$ cat src/rtl/reset_seq.sv
// Reset sequencer: holds a bank of active-high resets until PLL lock has been
// stable for HOLD_CYCLES, then releases them in index order STAGGER cycles apart.
module reset_seq #(
  parameter int NUM_OUT     = 3,
  parameter int HOLD_CYCLES = 16,
  parameter int STAGGER     = 8
) (
  input  logic               clk,
  input  logic               arst_n,
  input  logic               locked,
  input  logic               sw_rst,
  output logic [NUM_OUT-1:0] rst_out,
  output logic               ready,
  output logic               busy
);

  localparam int CNT_MAX = (HOLD_CYCLES > STAGGER) ? HOLD_CYCLES : STAGGER;
  localparam int CW      = $clog2(CNT_MAX) + 1;
  localparam int IW      = $clog2(NUM_OUT) + 1;

  localparam logic [CW-1:0] HOLD_LAST = CW'(HOLD_CYCLES - 1);
  localparam logic [CW-1:0] STAG_LAST = CW'(STAGGER - 1);
  localparam logic [IW-1:0] IDX_LAST  = IW'(NUM_OUT - 1);

  typedef enum logic [1:0] {WAIT_LOCK, HOLD, RELEASE, RUN} state_t;

  state_t        state;
  logic [CW-1:0] cnt;
  logic [IW-1:0] idx;
  logic          lock_meta;
  logic          locked_s;

  // locked comes straight from the PLL, so it crosses into clk here
  always_ff @(posedge clk or negedge arst_n) begin
    if (!arst_n) begin
      lock_meta <= 1'b0;
      locked_s  <= 1'b0;
    end else begin
      lock_meta <= locked;
      locked_s  <= lock_meta;
    end
  end

  always_ff @(posedge clk or negedge arst_n) begin
    if (!arst_n) begin
      state   <= WAIT_LOCK;
      cnt     <= '0;
      idx     <= '0;
      rst_out <= '1;
      ready   <= 1'b0;
      busy    <= 1'b1;
    end else if (!locked_s && state != WAIT_LOCK) begin
      // lock loss outranks a coincident software request
      state   <= WAIT_LOCK;
      cnt     <= '0;
      idx     <= '0;
      rst_out <= '1;
      ready   <= 1'b0;
      busy    <= 1'b1;
    end else if (sw_rst && state != WAIT_LOCK) begin
      state   <= HOLD;
      cnt     <= '0;
      idx     <= '0;
      rst_out <= '1;
      ready   <= 1'b0;
      busy    <= 1'b1;
    end else begin
      case (state)
        WAIT_LOCK: begin
          if (locked_s) begin
            state <= HOLD;
            cnt   <= '0;
          end
        end
        HOLD: begin
          if (cnt == HOLD_LAST) begin
            rst_out[0] <= 1'b0;
            cnt        <= '0;
            idx        <= IW'(1);
            if (NUM_OUT == 1) begin
              state <= RUN;
              ready <= 1'b1;
              busy  <= 1'b0;
            end else begin
              state <= RELEASE;
            end
          end else begin
            cnt <= cnt + 1'b1;
          end
        end
        RELEASE: begin
          if (cnt == STAG_LAST) begin
            for (int i = 1; i < NUM_OUT; i++)
              if (idx == IW'(i)) rst_out[i] <= 1'b0;
            cnt <= '0;
            idx <= idx + 1'b1;
            if (idx == IDX_LAST) begin
              state <= RUN;
              ready <= 1'b1;
              busy  <= 1'b0;
            end
          end else begin
            cnt <= cnt + 1'b1;
          end
        end
        RUN:     ;
        default: state <= WAIT_LOCK;
      endcase
    end
  end

endmodule

$ cat config.mk
export PLATFORM = sky130hd
export DESIGN_NAME = reset_seq
export DESIGN_NICKNAME = d
export VERILOG_FILES = /design/src/rtl/reset_seq.sv
export SDC_FILE = /design/constraint.sdc
export NUM_CORES = 1
export LEC_CHECK = 0
export BUFFER_PORTS_ARGS = -buffer_cell sky130_fd_sc_hd__buf_2
export CAP_MARGIN = 20
export CORE_MARGIN = 2
export CORE_UTILIZATION = 40
export DETAILED_ROUTE_END_ITERATION = 8
export MAX_ROUTING_LAYER = met4
export SYNTH_ARGS = -nofsm -noshare
export SYNTH_HDL_FRONTEND = slang
export SYNTH_SLANG_ARGS = --single-unit
$ cat constraint.sdc
create_clock -name clk -period 5.9 [get_ports clk]
set_clock_uncertainty 0.05 [all_clocks]
set_input_delay 1.18 -clock clk [delete_from_list [all_inputs] [get_ports clk]]
set_output_delay 1.18 -clock clk [all_outputs]
set_load 0.1 [all_outputs]
Yosys cells after proc, flatten, opt, wreduce, memory -nomap -nowiden

Cells that the tools add are included.

Equal/unequal tests: 10
Reductions and logical operators: 19
Mux-type cells: 35
Add/sub/neg operators: 2

Operator list:

| operator                                      | count |
|---|---|
| 2-to-1 mux 5 bit                              | 5 |
| 2-to-1 mux 3 bit                              | 6 |
| nonzero test 3 bit                            | 6 |
| 2-to-1 mux 2 bit                              | 8 |
| != test 4 bit, second input constant          | 4 |
| case mux 5 bit (3 select lines)               | 1 |
| 2-to-1 mux 1 bit                              | 13 |
| AND reduction 3 bit                           | 3 |
| case mux 2 bit (3 select lines)               | 1 |
| case mux 3 bit (2 select lines)               | 1 |
| adder 5 x 1 -> 5 bit, second input constant   | 1 |
| == test 5 x 3 -> 1 bit, second input constant | 1 |
| == test 5 x 4 -> 1 bit, second input constant | 1 |
| AND reduction 5 bit                           | 1 |
| nonzero test 5 bit                            | 1 |
| AND reduction 2 bit                           | 2 |
| nonzero test 4 bit                            | 1 |
| adder 3 x 1 -> 3 bit, second input constant   | 1 |
| == test 3 x 1 -> 1 bit, second input constant | 1 |
| == test 3 x 2 -> 1 bit, second input constant | 1 |
| == test 2 x 1 -> 1 bit, second input constant | 1 |
| == test 2 bit, second input constant          | 1 |
| logical AND 1 bit                             | 2 |
| logical NOT 2 bit                             | 1 |
| 2 further kinds                               | 2 |

Bits in registers: 17
Input bits: 4
Logic and storage cells: 76

Longest topological paths before layout

Gate-level depths: netlist of run 1.

Depth in word-level cells: 6
Gate-level depth with buffers: 8
Depth with buffers taken out: 8

Least setup slack after synthesis of run 1

Ideal clock, no wire load.

Path kind: flip-flop to output port
From: register rst_out[2]
To: output port rst_out[2]
Buffers on the path: 1
Cell stages (with the launch flop): 2
Slack: 3.443 ns
Arrival: 1.227 ns
Cell sequence: dfstp_2 buf_4

RTL lines:

| what                     | line | text |
|---|---|---|
| start: declaration       | 12   | `output logic [NUM_OUT-1:0] rst_out,` |
| start signal: assignment | 49   | `rst_out <= '1;` |
| start signal: assignment | 57   | `rst_out <= '1;` |
| start signal: assignment | 64   | `rst_out <= '1;` |

No word-level cell between the ends.

==> results of run 1 <==
-- metal layers --
layer	GRT usage, %	up-vias	part of all wire (%)
met5	-	-	0
met3	2.50	5	2.3
li1	-	338	-
met1	18.5	335	47
met4	10.0	0	2.8
met2	24.6	7	47
-- through the flow --
stage	area, um2	power (mW)	util (%)	std cells
2_1_floorplan	1000	0.309	-	88
3_3_place_gp	1070	0.345	44.1	125
3_5_place_dp	1070	0.350	44.1	125
4_1_cts	1110	0.430	45.6	129
5_1_grt	1110	0.456	45.6	129
6_report	1110	0.422	45.6	129
-- where the power goes --
group	switching (mW)	internal, mW
Combinational	0.133	0.0828
Sequential	0.00887	0.123
Clock	0.0373	0.0377
-- cells in the final DEF (no fill, tap or decap), drive strengths merged, types with 2 or more instances in the layout --
cell type  count
nand2          2
nor3           3
mux2i          3
ha            10
nand3b         2
nor2b          2
dfstp          3
nor2           6
buf            8
a21oi          2
dfrtp         13
o31ai          3
inv           11
nor4b          2
o2bb2ai        2
a22o           3
and2b          2
a21o           3
clkbuf         4
a211oi         2
o21ai          5
-- flip-flops by register name, summed over array words and instances (netlist names) --
signal,cells
idx,3
locked_s,1
cnt,5
rst_out,3
ready,1
lock_meta,1
state,2
-- cells by family after synthesis --
| logic type | after synthesis |
|---|---|
| simple gates | 24 |
| compound gates | 22 |
| flops | 16 |
| buf+inv | 12 |
| fa+ha+maj | 10 |
| mux | 4 |
-- path summary, 6_finish.rpt --
path / start / slack, ps / end
setup / recovery: rst_out[2] / 3410 / busy
hold / removal: lock_meta / 310 / locked_s
setup reg to reg: cnt[0] / 3830 / state[1]
hold reg to reg: lock_meta / 310 / locked_s
max in group asynchronous: arst_n / 4750 / rst_out[2]
min in group asynchronous: arst_n / 730 / idx[1]
-- worst reg2reg max path: stages, from the launching register on --
cell     delay [ps]
dfrtp_1         400
ha_1            270
nand3_1         110
inv_1            50
ha_1            180
and2b_4         300
nor2_1           90
o31ai_2         330
mux2i_1         220
-- final cells by class --
class | count | area, um2
Inverter | 11 | 41.3
Fill cell | 251 | 1320
Tap cell | 30 | 37.5
Clock buffer | 4 | 36.3
Multi-Input combinational cell | 60 | 549
Timing Repair Buffer | 8 | 40.0
Sequential cell | 16 | 404
==> impl_metrics.json, run 1 <==
{
  "synthTopCellsByCount": "dfrtp_1, inv_1, ha_1",
  "synth_compound_area_share_pct": 19.5,
  "powerDensity_nw_per_um2": 381,
  "max-slew-margin-rel_pct": 67.9,
  "cts_resized": 0,
  "cts_tree": "yes",
  "critPathCaptureType": "primary output",
  "worst_r2r_path_depth": 8,
  "yosysMostFrequentCell": "dfrtp_1",
  "finalSetupViolations": 0,
  "p_leak_nw": 0.482,
  "dp_slack_ps": 3550,
  "syn_inst": 88,
  "n_antenna_cell": 0,
  "synth.distinct_cells": 36,
  "path_max_fanout": 3,
  "drcViolationCount": 0,
  "cts_buffers": 3,
  "synthArstFlopShare_pct": 100,
  "nNetsFinal": 114,
  "crit_arrival_ps": 1260,
  "grt_overflow": 0,
  "fmax_mhz": 402,
  "dieHeight_um": 54.1,
  "critical-path-top-delay-family": "flip-flops",
  "wl_per_cell_um": 14.1,
  "clock_latency_ps": 300,
  "clk_pin_slew_worst_paths_ps": 100,
  "dieArea_um2": 2920,
  "ys_seq_area_share_pct": 40.3,
  "synth_area_um2": 1000,
  "port-buffer-count": 8,
  "post_cts_buffers": 0,
  "timing.hold.ws_ps": 308,
  "grt_pass1_vias": 671,
  "min_path_cells": 0,
  "synth_top_area_share_pct": 32.5,
  "postSynthRegisterBits": 16,
  "first_pass_iters": 4,
  "critPathKind": "reg2out",
  "tns_ps": 0,
  "synthTopCellsByArea": "dfrtp_1, ha_1, dfstp_2, inv_1, mux2i_1",
  "max-vdd-ir-drop_v": 0.000157,
  "synthAdderAreaFrac_pct": 12.5,
  "startpoint_type": "flip-flop",
  "cts_root_buf": "clkbuf_4",
  "grt_max_degree": 17,
  "yosys.area_share.xor_xnor_pct": 0,
  "period_minus_slack_ps": 2490,
  "grt_first_pass_wirelength_mm": 3.02,
  "yosysWarnings": 0,
  "cts_hold_buffers": 0,
  "synth_top_family_by_area": "compound AO/OA/AOI/OAI gates",
  "ant_nets": 0,
  "critical_path_depth": 1,
  "place.gp.congestion": 0.734,
  "drv_slew": 0,
  "fin_ws_ps": 3410,
  "synth_enable_flop_cells": 0,
  "synth_top_area_cell": "dfrtp_1",
  "drv_cap": 0,
  "post-route-period-util_pct": 42.2,
  "clockBufferDepth": 2,
  "core.rowCount": 18,
  "core-area_um2": 2430,
  "cts_max_level": 1,
  "top_level_ports": 9,
  "crit_path_max_incr_delay_ps": 540,
  "initial_core_util_pct": 41.2,
  "synth-simple-area-share_pct": 18.7,
  "finalHoldViolCount": 0,
  "routed-via-count": 685,
  "numClockSinks": 16,
  "antenna_found_initial": 0,
  "cp.required_ps": 4670,
  "ys.flop_type": "dfrtp_1",
  "dp_hpwl_mm": 1.34,
  "max_slew.worst_pin.slew_ps": 486,
  "status": "finished, final reports clean",
  "syn2layout_area_growth_pct": 10.6,
  "hold_path_class": "reg2reg",
  "drive_gt1_share_pct": 29.3,
  "cp_slowest_cell": "dfstp_2",
  "grt_usage_pct": 15.6,
  "die_x_um": 54.1,
  "wl_mm": 1.82,
  "path_cells": "buf_2",
  "muxShareOfSynthArea_pct": 4.12,
  "syn_avg_cell_area_um2": 11.4,
  "rsz0062_at_grt": "no",
  "worst-path-buf-inv": 1,
  "syn-num-nets": 102,
  "drt-initial-drc-count": 8,
  "viasPerCell": 5.31
}
Power figures use the tool's default switching activity.
==> run 2, diff against run 1 <==
==> constraint.sdc (replaced) <==
create_clock -name clk -period 2 [get_ports clk]
set_clock_uncertainty 0.05 [all_clocks]
set_input_delay 0.4 -clock clk [delete_from_list [all_inputs] [get_ports clk]]
set_output_delay 0.4 -clock clk [all_outputs]
set_load 0.1 [all_outputs]
==> run 2 against run 1 <==
Against the previous run: clock-buffer cell count did not move; first-iteration DRC count rose by 13%; worst hold slack got worse by 140 ps; global-route usage fell by 0.81 points; via count rose by 2.9%; sequential power rose to 2.9 times the previous value; largest power group unchanged; highest routed layer unchanged.
==> impl_metrics.json, run 2 (synthesis results as in run 1) <==
{
  "drcViolationCount": 0,
  "top_level_ports": 9,
  "powerDensity_nw_per_um2": 1130,
  "intPower_mw": 0.773,
  "multi_input_area_um2": 569,
  "finalSetupViolations": 0,
  "cts_buffers": 3,
  "final_area_um2": 1180,
  "nNetsFinal": 120,
  "place.gp.congestion": 0.717,
  "largest_register_ffs": 5,
  "first_pass_iters": 4,
  "regArea_um2": 404,
  "numClockSinks": 16,
  "syn2layout_area_growth_pct": 17.4,
  "cts_max_level": 1,
  "top_regs": "cnt (5), idx (3), rst_out (3)",
  "grt_pass1_vias": 663,
  "drive_gt1_share_pct": 36.2,
  "max-slew-margin-rel_pct": 67.8,
  "critPathKind": "reg2reg",
  "power_frac_clock_pct": 16.5,
  "crit_arrival_ps": 2050,
  "drv_slew": 0,
  "ant_nets": 0,
  "core-area_um2": 2430,
  "clk_pin_slew_worst_paths_ps": 100,
  "dpl_cell_area_um2": 1090,
  "final_cell_mix": "dfrtp_1, inv_1, ha_1, buf_2, buf_4",
  "clock_latency_ps": 290,
  "viasPerCell": 5.22,
  "startpoint_type": "flip-flop",
  "status": "finished, final reports clean",
  "crit_path_max_incr_delay_ps": 390,
  "grt_usage_pct": 14.8,
  "drt-initial-drc-count": 9,
  "dieHeight_um": 54.1,
  "critical-path-top-delay-family": "compound AO/OA/AOI/OAI gates",
  "post-route-period-util_pct": 94.6,
  "pwr-share-seq_pct": 29.2,
  "post-route-util_pct": 48.4,
  "drv_cap": 0,
  "cts_root_buf": "clkbuf_4",
  "period_minus_slack_ps": 1890,
  "path_max_fanout": 4,
  "port-buffer-count": 8,
  "worst-path-buf-inv": 2,
  "wl_mm": 1.86,
  "net-switching-power_mw": 0.554,
  "grt_first_pass_wirelength_mm": 2.94,
  "dp_slack_ps": 6.74,
  "dp_hpwl_mm": 1.34,
  "cp_slowest_cell": "dfrtp_1",
  "routed-via-count": 705,
  "power.total_mw": 1.33,
  "finalHoldViolCount": 0,
  "die_x_um": 54.1,
  "wl_per_cell_um": 13.8,
  "grt_overflow": 0,
  "combPwrFrac_pct": 54.2,
  "regMostFlops": "cnt",
  "core.rowCount": 18,
  "fin_ws_ps": 107,
  "p_sw_share_pct": 41.7,
  "initial_core_util_pct": 41.2,
  "dieArea_um2": 2920,
  "layout_commonest_cell": "dfrtp_1",
  "hold_path_class": "in2reg",
  "cts_tree": "yes",
  "p_leak_nw": 0.509,
  "n_antenna_cell": 0,
  "clockBufferDepth": 2,
  "fmax_mhz": 528,
  "timing.hold.ws_ps": 166,
  "path_cells": "ha_2 -> nand3_1 -> inv_1 -> ha_1 -> and2b_4 -> buf_4 -> a211oi_4 -> nor2_1 -> a211oi_2",
  "critPathCaptureType": "flip-flop",
  "antenna_found_initial": 0,
  "fillers": 236,
  "cp.required_ps": 2160,
  "max-vdd-ir-drop_v": 0.000632,
  "grt_max_degree": 17,
  "max_slew.worst_pin.slew_ps": 487
}
## run 2: final timing paths
| kind | from | endpoint | slack [ps] | depth (start not counted) |
|---|---|---|---|---|
| min | locked | lock_meta | 170 | 1 |
| max | cnt[1] | idx[0] | 110 | 9 |
| min reg2reg | lock_meta | locked_s | 310 | 0 |
| max reg2reg | cnt[1] | idx[0] | 110 | 9 |
| min in group asynchronous | arst_n | idx[0] | 490 | 2 |
| max in group asynchronous | arst_n | rst_out[0] | 1090 | 2 |
## run 2: worst reg2reg max path, stage by stage (launching register included)
cell      delay (ps)
dfrtp_1          390
ha_2             190
nand3_1           80
inv_1             70
ha_1             140
and2b_4          210
buf_4            140
a211oi_4         230
nor2_1            90
a211oi_2         220
## run 2: power by group through the flow
| stage | clock network (mW) | logic [mW] | registers, mW |
|---|---|---|---|
| detailed placement | 0 | 0.635 | 0.395 |
| CTS | 0.224 | 0.662 | 0.389 |
| floorplan | 0 | 0.522 | 0.389 |
| global placement | 0 | 0.628 | 0.393 |
| global route | 0.238 | 0.798 | 0.395 |
| finish | 0.219 | 0.720 | 0.388 |
## run 2: what timing repair did
item                                   in CTS  in global routing
setup buffers                               1                  2
resized for setup                           0                  5
setup endpoints to repair                   2                  5
endpoints found under the hold margin      13                  0
hold buffers                                1                  0
pin swaps                                   1                  2
cloned                                      0                  0
## run 2: through the flow
stage,setup TNS (ps),instances
floorplan,0,88
global placement,0,127
detailed placement,0,127
CTS,0,133
global route,-23.0,135
finish,0,135
## run 2: layout make-up
type                       instances  share of cell area, %
inverter                          11                   3.51
tap                               30                   3.19
multi-input combinational         60                   48.4
sequential                        16                   34.4
timing repair buffer              14                   7.45
clock buffer                       4                   3.09
## run 2: routing by layer
layer	GRT usage [%]	vias to the layer above	part of all wire, %
li1	-	347	-
met1	18.1	344	45
met2	23.6	12	50
met3	5.83	2	3.9
met4	2.50	0	0.64
met5	-	-	0
